--- config.mk ---
export PLATFORM = sky130hd
export DESIGN_NAME = h264dc_transform_arbiter
export DESIGN_NICKNAME = d
export VERILOG_FILES = /design/src/rtl/h264dc_transform_arbiter.sv
export SDC_FILE = /design/constraint.sdc
export NUM_CORES = 1
export LEC_CHECK = 0
export ABC_AREA = 1
export CORE_AREA = 2 2 156 158
export DETAILED_ROUTE_END_ITERATION = 8
export DIE_AREA = 0 0 158 160
export MAX_ROUTING_LAYER = met4
export PLACE_DENSITY_LB_ADDON = 0.3
export SETUP_SLACK_MARGIN = 0.1
export SKIP_CTS_REPAIR_TIMING = 1
export SLEW_MARGIN = 30
export SYNTH_ARGS = -nofsm -noshare
export SYNTH_HDL_FRONTEND = slang
export SYNTH_SLANG_ARGS = --single-unit
--- constraint.sdc ---
create_clock -name CLK -period 1.65 [get_ports CLK]
set_input_delay 0.33 -clock CLK [delete_from_list [all_inputs] [get_ports CLK]]
set_output_delay 0.33 -clock CLK [all_outputs]
set_load 0.01 [all_outputs]
--- src/rtl/h264dc_transform_arbiter.sv ---
// h264dc_transform_arbiter
// Shares one DC Hadamard transform core among NREQ requesters. Whole blocks of
// BEATS rows are granted round-robin and fed to the core. Each block's owner is
// queued in a small in-order tag FIFO, so that returning core rows can be
// steered back to that owner.
module h264dc_transform_arbiter #(
    parameter int NREQ  = 3,
    parameter int DW    = 64,
    parameter int BEATS = 4,
    parameter int TAGQ  = 2
) (
    input  logic                 CLK,
    input  logic                 RESET,
    input  logic [NREQ-1:0]      REQ,
    input  logic [NREQ-1:0]      IN_VALID,
    input  logic [NREQ*DW-1:0]   IN_DATA,
    output logic [NREQ-1:0]      GRANT,
    output logic                 XFM_EN,
    output logic [DW-1:0]        XFM_DIN,
    input  logic                 XFM_OVALID,
    input  logic [DW-1:0]        XFM_DOUT,
    output logic [NREQ-1:0]      OUT_VALID,
    output logic [DW-1:0]        OUT_DATA,
    output logic                 OUT_LAST,
    output logic                 BUSY,
    output logic                 ERR
);

    localparam int IW    = (NREQ > 1) ? $clog2(NREQ) : 1;
    localparam int CANDW = IW + 1;
    localparam int CW    = (BEATS > 1) ? $clog2(BEATS) : 1;
    localparam int PW    = (TAGQ > 1) ? $clog2(TAGQ) : 1;
    localparam int QW    = $clog2(TAGQ + 1);
    localparam logic [CW-1:0] LAST_BEAT = CW'(BEATS - 1);

    typedef enum logic {IDLE, FEED} state_t;

    state_t            state;
    logic [NREQ-1:0]   grant_r;
    logic [IW-1:0]     gidx;
    logic [IW-1:0]     rr_ptr;
    logic [CW-1:0]     in_cnt;
    logic [CW-1:0]     out_cnt;
    logic [IW-1:0]     tag_mem [TAGQ];
    logic [PW-1:0]     wr_ptr;
    logic [PW-1:0]     rd_ptr;
    logic [QW-1:0]     fifo_count;
    logic              err_r;

    logic              pick_found;
    logic [IW-1:0]     pick_idx;
    logic [CANDW-1:0]  cand;
    logic              fifo_full;
    logic              fifo_empty;
    logic              last_in;
    logic              push_ok;
    logic              pop;
    logic [IW-1:0]     head_tag;

    // Round-robin search: first requester at or after rr_ptr, wrapping around
    always_comb begin
        pick_found = 1'b0;
        pick_idx   = '0;
        cand       = '0;
        for (int i = 0; i < NREQ; i++) begin
            cand = {1'b0, rr_ptr} + CANDW'(i);
            if (cand >= CANDW'(NREQ)) begin
                cand = cand - CANDW'(NREQ);
            end
            if (!pick_found && REQ[cand[IW-1:0]]) begin
                pick_found = 1'b1;
                pick_idx   = cand[IW-1:0];
            end
        end
    end

    // Core-side and owner-side steering; the returning path has no backpressure
    always_comb begin
        fifo_full  = (fifo_count == QW'(TAGQ));
        fifo_empty = (fifo_count == '0);
        head_tag   = tag_mem[rd_ptr];
        XFM_EN     = (state == FEED) && IN_VALID[gidx];
        XFM_DIN    = (state == FEED) ? IN_DATA[gidx*DW +: DW] : '0;
        last_in    = XFM_EN && (in_cnt == LAST_BEAT);
        pop        = XFM_OVALID && !fifo_empty && (out_cnt == LAST_BEAT);
        push_ok    = last_in && (!fifo_full || pop);
        OUT_VALID  = (XFM_OVALID && !fifo_empty) ? (NREQ'(1) << head_tag) : '0;
        OUT_DATA   = XFM_DOUT;
        OUT_LAST   = pop;
        BUSY       = (state == FEED) || !fifo_empty;
        GRANT      = grant_r;
        ERR        = err_r;
    end

    // Grant FSM: grant a whole block, count accepted rows, then release with one idle bubble
    always_ff @(posedge CLK or negedge RESET) begin
        if (!RESET) begin
            state   <= IDLE;
            grant_r <= '0;
            gidx    <= '0;
            rr_ptr  <= '0;
            in_cnt  <= '0;
        end else begin
            case (state)
                IDLE: begin
                    if (pick_found && !fifo_full) begin
                        grant_r <= NREQ'(1) << pick_idx;
                        gidx    <= pick_idx;
                        state   <= FEED;
                    end
                end
                FEED: begin
                    if (XFM_EN) begin
                        if (in_cnt == LAST_BEAT) begin
                            in_cnt  <= '0;
                            grant_r <= '0;
                            state   <= IDLE;
                            rr_ptr  <= (gidx == IW'(NREQ - 1)) ? '0 : gidx + 1'b1;
                        end else begin
                            in_cnt <= in_cnt + 1'b1;
                        end
                    end
                end
                default: state <= IDLE;
            endcase
        end
    end

    // Tag FIFO: owner index pushed on a block's last input row, popped on its last output row
    always_ff @(posedge CLK or negedge RESET) begin
        if (!RESET) begin
            wr_ptr     <= '0;
            rd_ptr     <= '0;
            fifo_count <= '0;
            for (int i = 0; i < TAGQ; i++) begin
                tag_mem[i] <= '0;
            end
        end else begin
            if (push_ok) begin
                tag_mem[wr_ptr] <= gidx;
                wr_ptr <= (wr_ptr == PW'(TAGQ - 1)) ? '0 : wr_ptr + 1'b1;
            end
            if (pop) begin
                rd_ptr <= (rd_ptr == PW'(TAGQ - 1)) ? '0 : rd_ptr + 1'b1;
            end
            if (push_ok && !pop) begin
                fifo_count <= fifo_count + 1'b1;
            end else if (!push_ok && pop) begin
                fifo_count <= fifo_count - 1'b1;
            end
        end
    end

    // Output row counter, plus sticky error for core rows that have no owner
    always_ff @(posedge CLK or negedge RESET) begin
        if (!RESET) begin
            out_cnt <= '0;
            err_r   <= 1'b0;
        end else if (XFM_OVALID) begin
            if (fifo_empty) begin
                err_r <= 1'b1;
            end else if (out_cnt == LAST_BEAT) begin
                out_cnt <= '0;
            end else begin
                out_cnt <= out_cnt + 1'b1;
            end
        end
    end

endmodule
After elaboration in Yosys (flattened, before gate mapping)
Index checks and enable logic that the tools add are counted.
Operators by class
  add/subtract/negate cells: 12
  $lt $le $gt $ge: 10
  equality and inequality tests: 7
  shift-type cells: 3
  multiplexer cells: 40
  bitwise logic cells: 4
  reduce and logical (&&, ||, !) cells: 27
Operator list (number)
  indexed part select 192 x 9 -> 64 bit: 1
  2-to-1 mux 64 bit: 1
  2-to-1 mux 2 bit: 15
  < comparator 2 x 3 -> 1 bit, second input constant: 4
  2-to-1 mux 1 bit: 12
  2-to-1 mux 3 bit: 4
  logical AND 1 bit: 11
  adder 2 x 1 -> 2 bit, second input constant: 4
  binary-select mux 1 bit (select 2 bit): 4
  equality test 2 bit, second input constant: 4
  AND reduction 2 bit: 4
  >= comparator 2 bit, second input constant: 3
  >= comparator 3 x 2 -> 1 bit, second input constant: 2
  zero test 1 bit: 6
  one-hot mux 3 bit (2 select lines): 1
  AND reduction 3 bit: 2
  left shift 1 x 2 -> 3 bit, first input constant: 2
  subtractor 2 bit, second input constant: 3
  bitwise mux 4 bit: 1
  != test 2 bit, second input constant: 2
  inverter 1 -> 2 bit: 2
  adder 2 x 1 -> 3 bit, second input constant: 1
  adder 2 x 2 -> 3 bit, second input constant: 1
  adder 1 bit, second input constant: 2
  other kinds (9): 11
Storage, ports and cells
  register bits after elaboration: 21
  input port bits: 265
  output and inout port bits: 138
  word-level logic and storage cells: 115

Longest topological paths before layout
  depth after elaboration: 14
  mapped depth: 12

Least setup slack after synthesis
OpenSTA, ideal clock, no wires.
  path kind: register to register
  from: reg fifo_count[1]
  to: reg fifo_count[1]
  library setup time: 0.124 ns
  data arrival time: 1.695 ns
  setup slack: -0.170 ns
  cell stages (with the launch flop): 11
  clock period less this slack: 1.820 ns
  cells stage by stage: dfrtp_1 > nor2_1 > nor2_4 > nand2_2 > nand3_1 > inv_1 > nor2_8 > ha_1 > a21oi_1 > o21ai_0 > xnor2_1
On the way
  word-level cells in the longest chain between the ends: 9
  elaborated cells on any way between the ends: 17
  those cells by class: add/sub (2); eq/ne (1); mux (2); reduce/logical (12)
Ends and longest elaborated chain
  start: declaration: RTL line 47  | logic [QW-1:0] fifo_count;
  start signal: assignment: RTL line 147  | fifo_count <= fifo_count + 1'b1;
  start signal: assignment: RTL line 149  | fifo_count <= fifo_count - 1'b1;
  zero test 2 bit: RTL line 80  | fifo_empty = (fifo_count == '0);
  zero test 1 bit: RTL line 85  | pop = XFM_OVALID && !fifo_empty && (out_cnt == LAST_BEAT);
  logical AND 1 bit (2 in a row): RTL line 85
  logical OR 1 bit: RTL line 86  | push_ok = last_in && (!fifo_full || pop);
  logical AND 1 bit: RTL line 86
  zero test 1 bit: RTL line 148  | end else if (!push_ok && pop) begin
  logical AND 1 bit: RTL line 148
  nonzero test 2 bit (no line)
Parallel ways exist; a longest one is shown, timed or not. The select of a mux whose other input is x is not followed.
A chain may end at the register's enable or synchronous reset.

Final worst setup path
  from: reg gidx[1]
  to: reg fifo_count[1]
On the way
  word-level cells in the longest chain between the ends: 8
  elaborated cells on any way between the ends: 10
  those cells by class: mux (3); reduce/logical (7)
Ends and longest elaborated chain
  start: declaration: RTL line 40  | logic [IW-1:0] gidx;
  start signal: assignment: RTL line 108  | gidx <= pick_idx;
  binary-select mux 1 bit (select 2 bit) (*): RTL line 82  | XFM_EN = (state == FEED) && IN_VALID[gidx];
  2-to-1 mux 1 bit (implied by the code) (*): RTL line 82
  logical AND 1 bit (*): RTL line 82
  logical AND 1 bit (*): RTL line 84  | last_in = XFM_EN && (in_cnt == LAST_BEAT);
  logical AND 1 bit (*): RTL line 86
  zero test 1 bit: RTL line 148
  logical AND 1 bit: RTL line 148
  nonzero test 2 bit (no line)
Mark *: on every way between the ends. The rest lies on a longest branch, timed or not. The select of a mux whose other input is x is not followed.

==> flow_summary.ini <==
[setup_path]
cpPeakStageDelay_ns = 0.43
crit_path_frequent_cell = buf_12
worstSetupPathType = flop to flop
crit_required_ns = 1.79
worstPathMaxFanout = 6
crit_slowest_cell = dfrtp_2
crit_arrival_ns = 2.20
crit_path_end_kind = flop
cp_cell_sequence = inv_2 > nor2_4 > buf_12 > buf_12 > nand2_4 > nand3_2 > nand2_2 > inv_4 > nand2_8 > nor2_8 > ha_4 > a21oi_2 > o21ai_1 > xnor2_1
cp-start-kind = flop

[timing]
setup_viol = 79
timing.hold.ws_ns = 0.345
fmax_ghz = 0.485
rsz0062_at_grt = true
slew_headroom = 0.799
maxSlewViolCount = 0
setup_tns_ns = -21.87
finClkSkew_ns = 0.00345
layout_min_cycle_time_ns = 2.06
worst_slack_ns = -0.413
hold_viol = 0
worstMarginPinSlew_ns = 0.302
period_share = 1.25

[detailed_routing]
routed_via_density = 3.84
vias = 4492
ant_nets = 0
drc_errors = 0
first_pass_iters = 4
drt_iter0_drc = 165
wl_per_cell_um = 15.3
routed_wl_um = 18000

[placement]
port_buffers = 274
gp_congestion = 0.772
post-place-ws_ns = -0.539
dp_cells = 1128
dpl.hpwl_um = 12800

[die]
die_h_um = 160
fp-row-count = 57
fp.dieW_um = 158
die_area_um2 = 25300
start_util = 0.138
core_area_um2 = 23800
io_pins = 403

[synth]
yosysSeqAreaShare = 0.160
synth_area_um2 = 3280
netlist-cell-type-count = 30
yosysMostFrequentCell = nand2_1
syn_inst = 578
syn_nets = 850
synth.largest_area_cell = nand2_1
synth_top_area_frac = 0.285
synth.area.top_cells = nand2_1 29%, dfrtp_1 16%, buf_4 15%
synth_edf_count = 0
synth_area_per_cell_um2 = 5.67
ys_top_cells_by_count = 249 x nand2_1, 84 x inv_1, 64 x buf_4
async_flop_share = 1.00
ys_seq_elements = 21
synth-main-ff-cell = dfrtp_1
ys_warn_count = 0

[run]
cap_violations = 0

[final_layout]
layout-drive-gt1-share = 0.336
fillers = 2598
layout.nets = 1119
antennaDiodeCount = 0
area_growth_pct = 121
stdcell_count = 1170

[cts]
cts_inserted_buffers = 3
cts_tree = done
clock-sinks = 21
clk_transition_reported_paths_ns = 0.06
clockRootBuffer = clkbuf_16
clock_latency_ns = 0.25
clk_path_buf_depth = 2
ctsHtreeMaxLevel = 1

[global_routing]
grt_busiest_layer = met2
grt_use_met1 = 0.127
antenna_found_initial = 0
grt_max_degree = 39
grt_util_met3 = 0.0280
grt_pass1_wl_um = 22400
grt.met2_usage = 0.217
first_global_vias = 4226
globalRouteTotalUtil = 0.117
overflow = 0

[power_and_ir_drop]
ir_drop_mv = 0.407
p_leak_nw = 3.70
power_density_nw_per_um2 = 1440

[status]
violations = setup timing
status = complete, but fails checks

[hold_path]
hold_class = primary input to flop
critical path: cells and delay by family, from the launching register on:
family | cells | cell delay [ns]
AOI/OAI and AO/OA | 2 | 0.19
adders and majority gates | 1 | 0.22
buffers and inverters | 4 | 0.44
xor gates and xnor gates | 1 | 0.12
and+or+nand+nor | 6 | 0.53
DFF | 1 | 0.43
cell type report:
type / instances / area (µm²) / share of cell area
multi-input combinational: 377 / 2310 / 0.318
timing repair buffer: 356 / 3600 / 0.496
clock buffer: 4 / 78.8 / 0.0109
sequential: 21 / 529 / 0.0730
inverter: 88 / 335 / 0.0462
tap: 324 / 405 / 0.0559
cells by family after synthesis:
kind of cell / count (synthesis) / synth area share
AO/OA/AOI/OAI: 73 / 0.155
flip-flops: 21 / 0.160
XOR/XNOR: 3 / 0.00801
AND/OR/NAND/NOR: 293 / 0.360
multiplexers: 1 / 0.00305
adder cells (fa/ha/maj): 7 / 0.0267
buffers and inverters: 180 / 0.287
registers in the layout (all words and copies together) (netlist names):
register    count
ERR             1
GRANT           3
fifo_count      2
gidx            2
in_cnt          2
out_cnt         2
rd_ptr          1
rr_ptr          2
state           1
tag_mem         4
wr_ptr          1
power breakdown:
| group | internal (mW) | switching (mW) | leakage [nW] |
|---|---|---|---|
| combinational | 4.55 | 4.42 | 3.41 |
| clock | 0.329 | 0.183 | 0.0382 |
| sequential | 0.741 | 0.223 | 0.251 |
per-layer routing:
| layer | part of all wire | routed length [µm] |
|---|---|---|
| met1 | 0.38 | 6810 |
| met2 | 0.53 | 9500 |
| met3 | 0.082 | 1470 |
| met4 | 0.010 | 182 |
| met5 | 0 | 0 |
metrics by stage:
step,power (mW),instance area [µm²],util
finish,10.5,7250,0.304
global route,11.3,7250,0.304
CTS,9.09,6410,0.269
detailed placement,8.53,6330,0.266
global placement,8.54,6330,0.266
floorplan,4.63,3320,-
worst paths after layout:
path	from	end	slack [ns]	cells after the start
hold reg to reg	ERR$_DFFE_PN0P_	ERR$_DFFE_PN0P_	0.46	1
min in group asynchronous	RESET	tag_mem[2]$_DFFE_PN0P_	0.42	2
max in group asynchronous	RESET	state$_DFF_PN0_	0.99	2
setup / recovery	gidx[1]$_DFFE_PN0P_	fifo_count[1]$_DFFE_PN0P_	-0.41	14
setup reg to reg	gidx[1]$_DFFE_PN0P_	fifo_count[1]$_DFFE_PN0P_	-0.41	14
hold / removal	XFM_OVALID	ERR$_DFFE_PN0P_	0.35	2
placed cells by master (no fill, tap or decap), types with 3 or more instances in the layout:
| cell type | n |
|---|---|
| nor2_1 | 4 |
| inv_1 | 67 |
| buf_2 | 31 |
| nand2_4 | 15 |
| buf_8 | 4 |
| ha_1 | 4 |
| inv_2 | 19 |
| clkbuf_16 | 10 |
| clkbuf_2 | 9 |
| nand2_1 | 197 |
| dfrtp_2 | 3 |
| a21oi_2 | 3 |
| dfrtp_1 | 18 |
| buf_12 | 14 |
| nor2_4 | 5 |
| nand3_1 | 18 |
| buf_6 | 42 |
| a22oi_2 | 24 |
| clkdlybuf4s50_1 | 203 |
| a22oi_1 | 29 |
| nand2_2 | 38 |
| nand3_2 | 8 |
| o21ai_1 | 6 |
| buf_4 | 43 |
(Power assumes the default switching activity.)
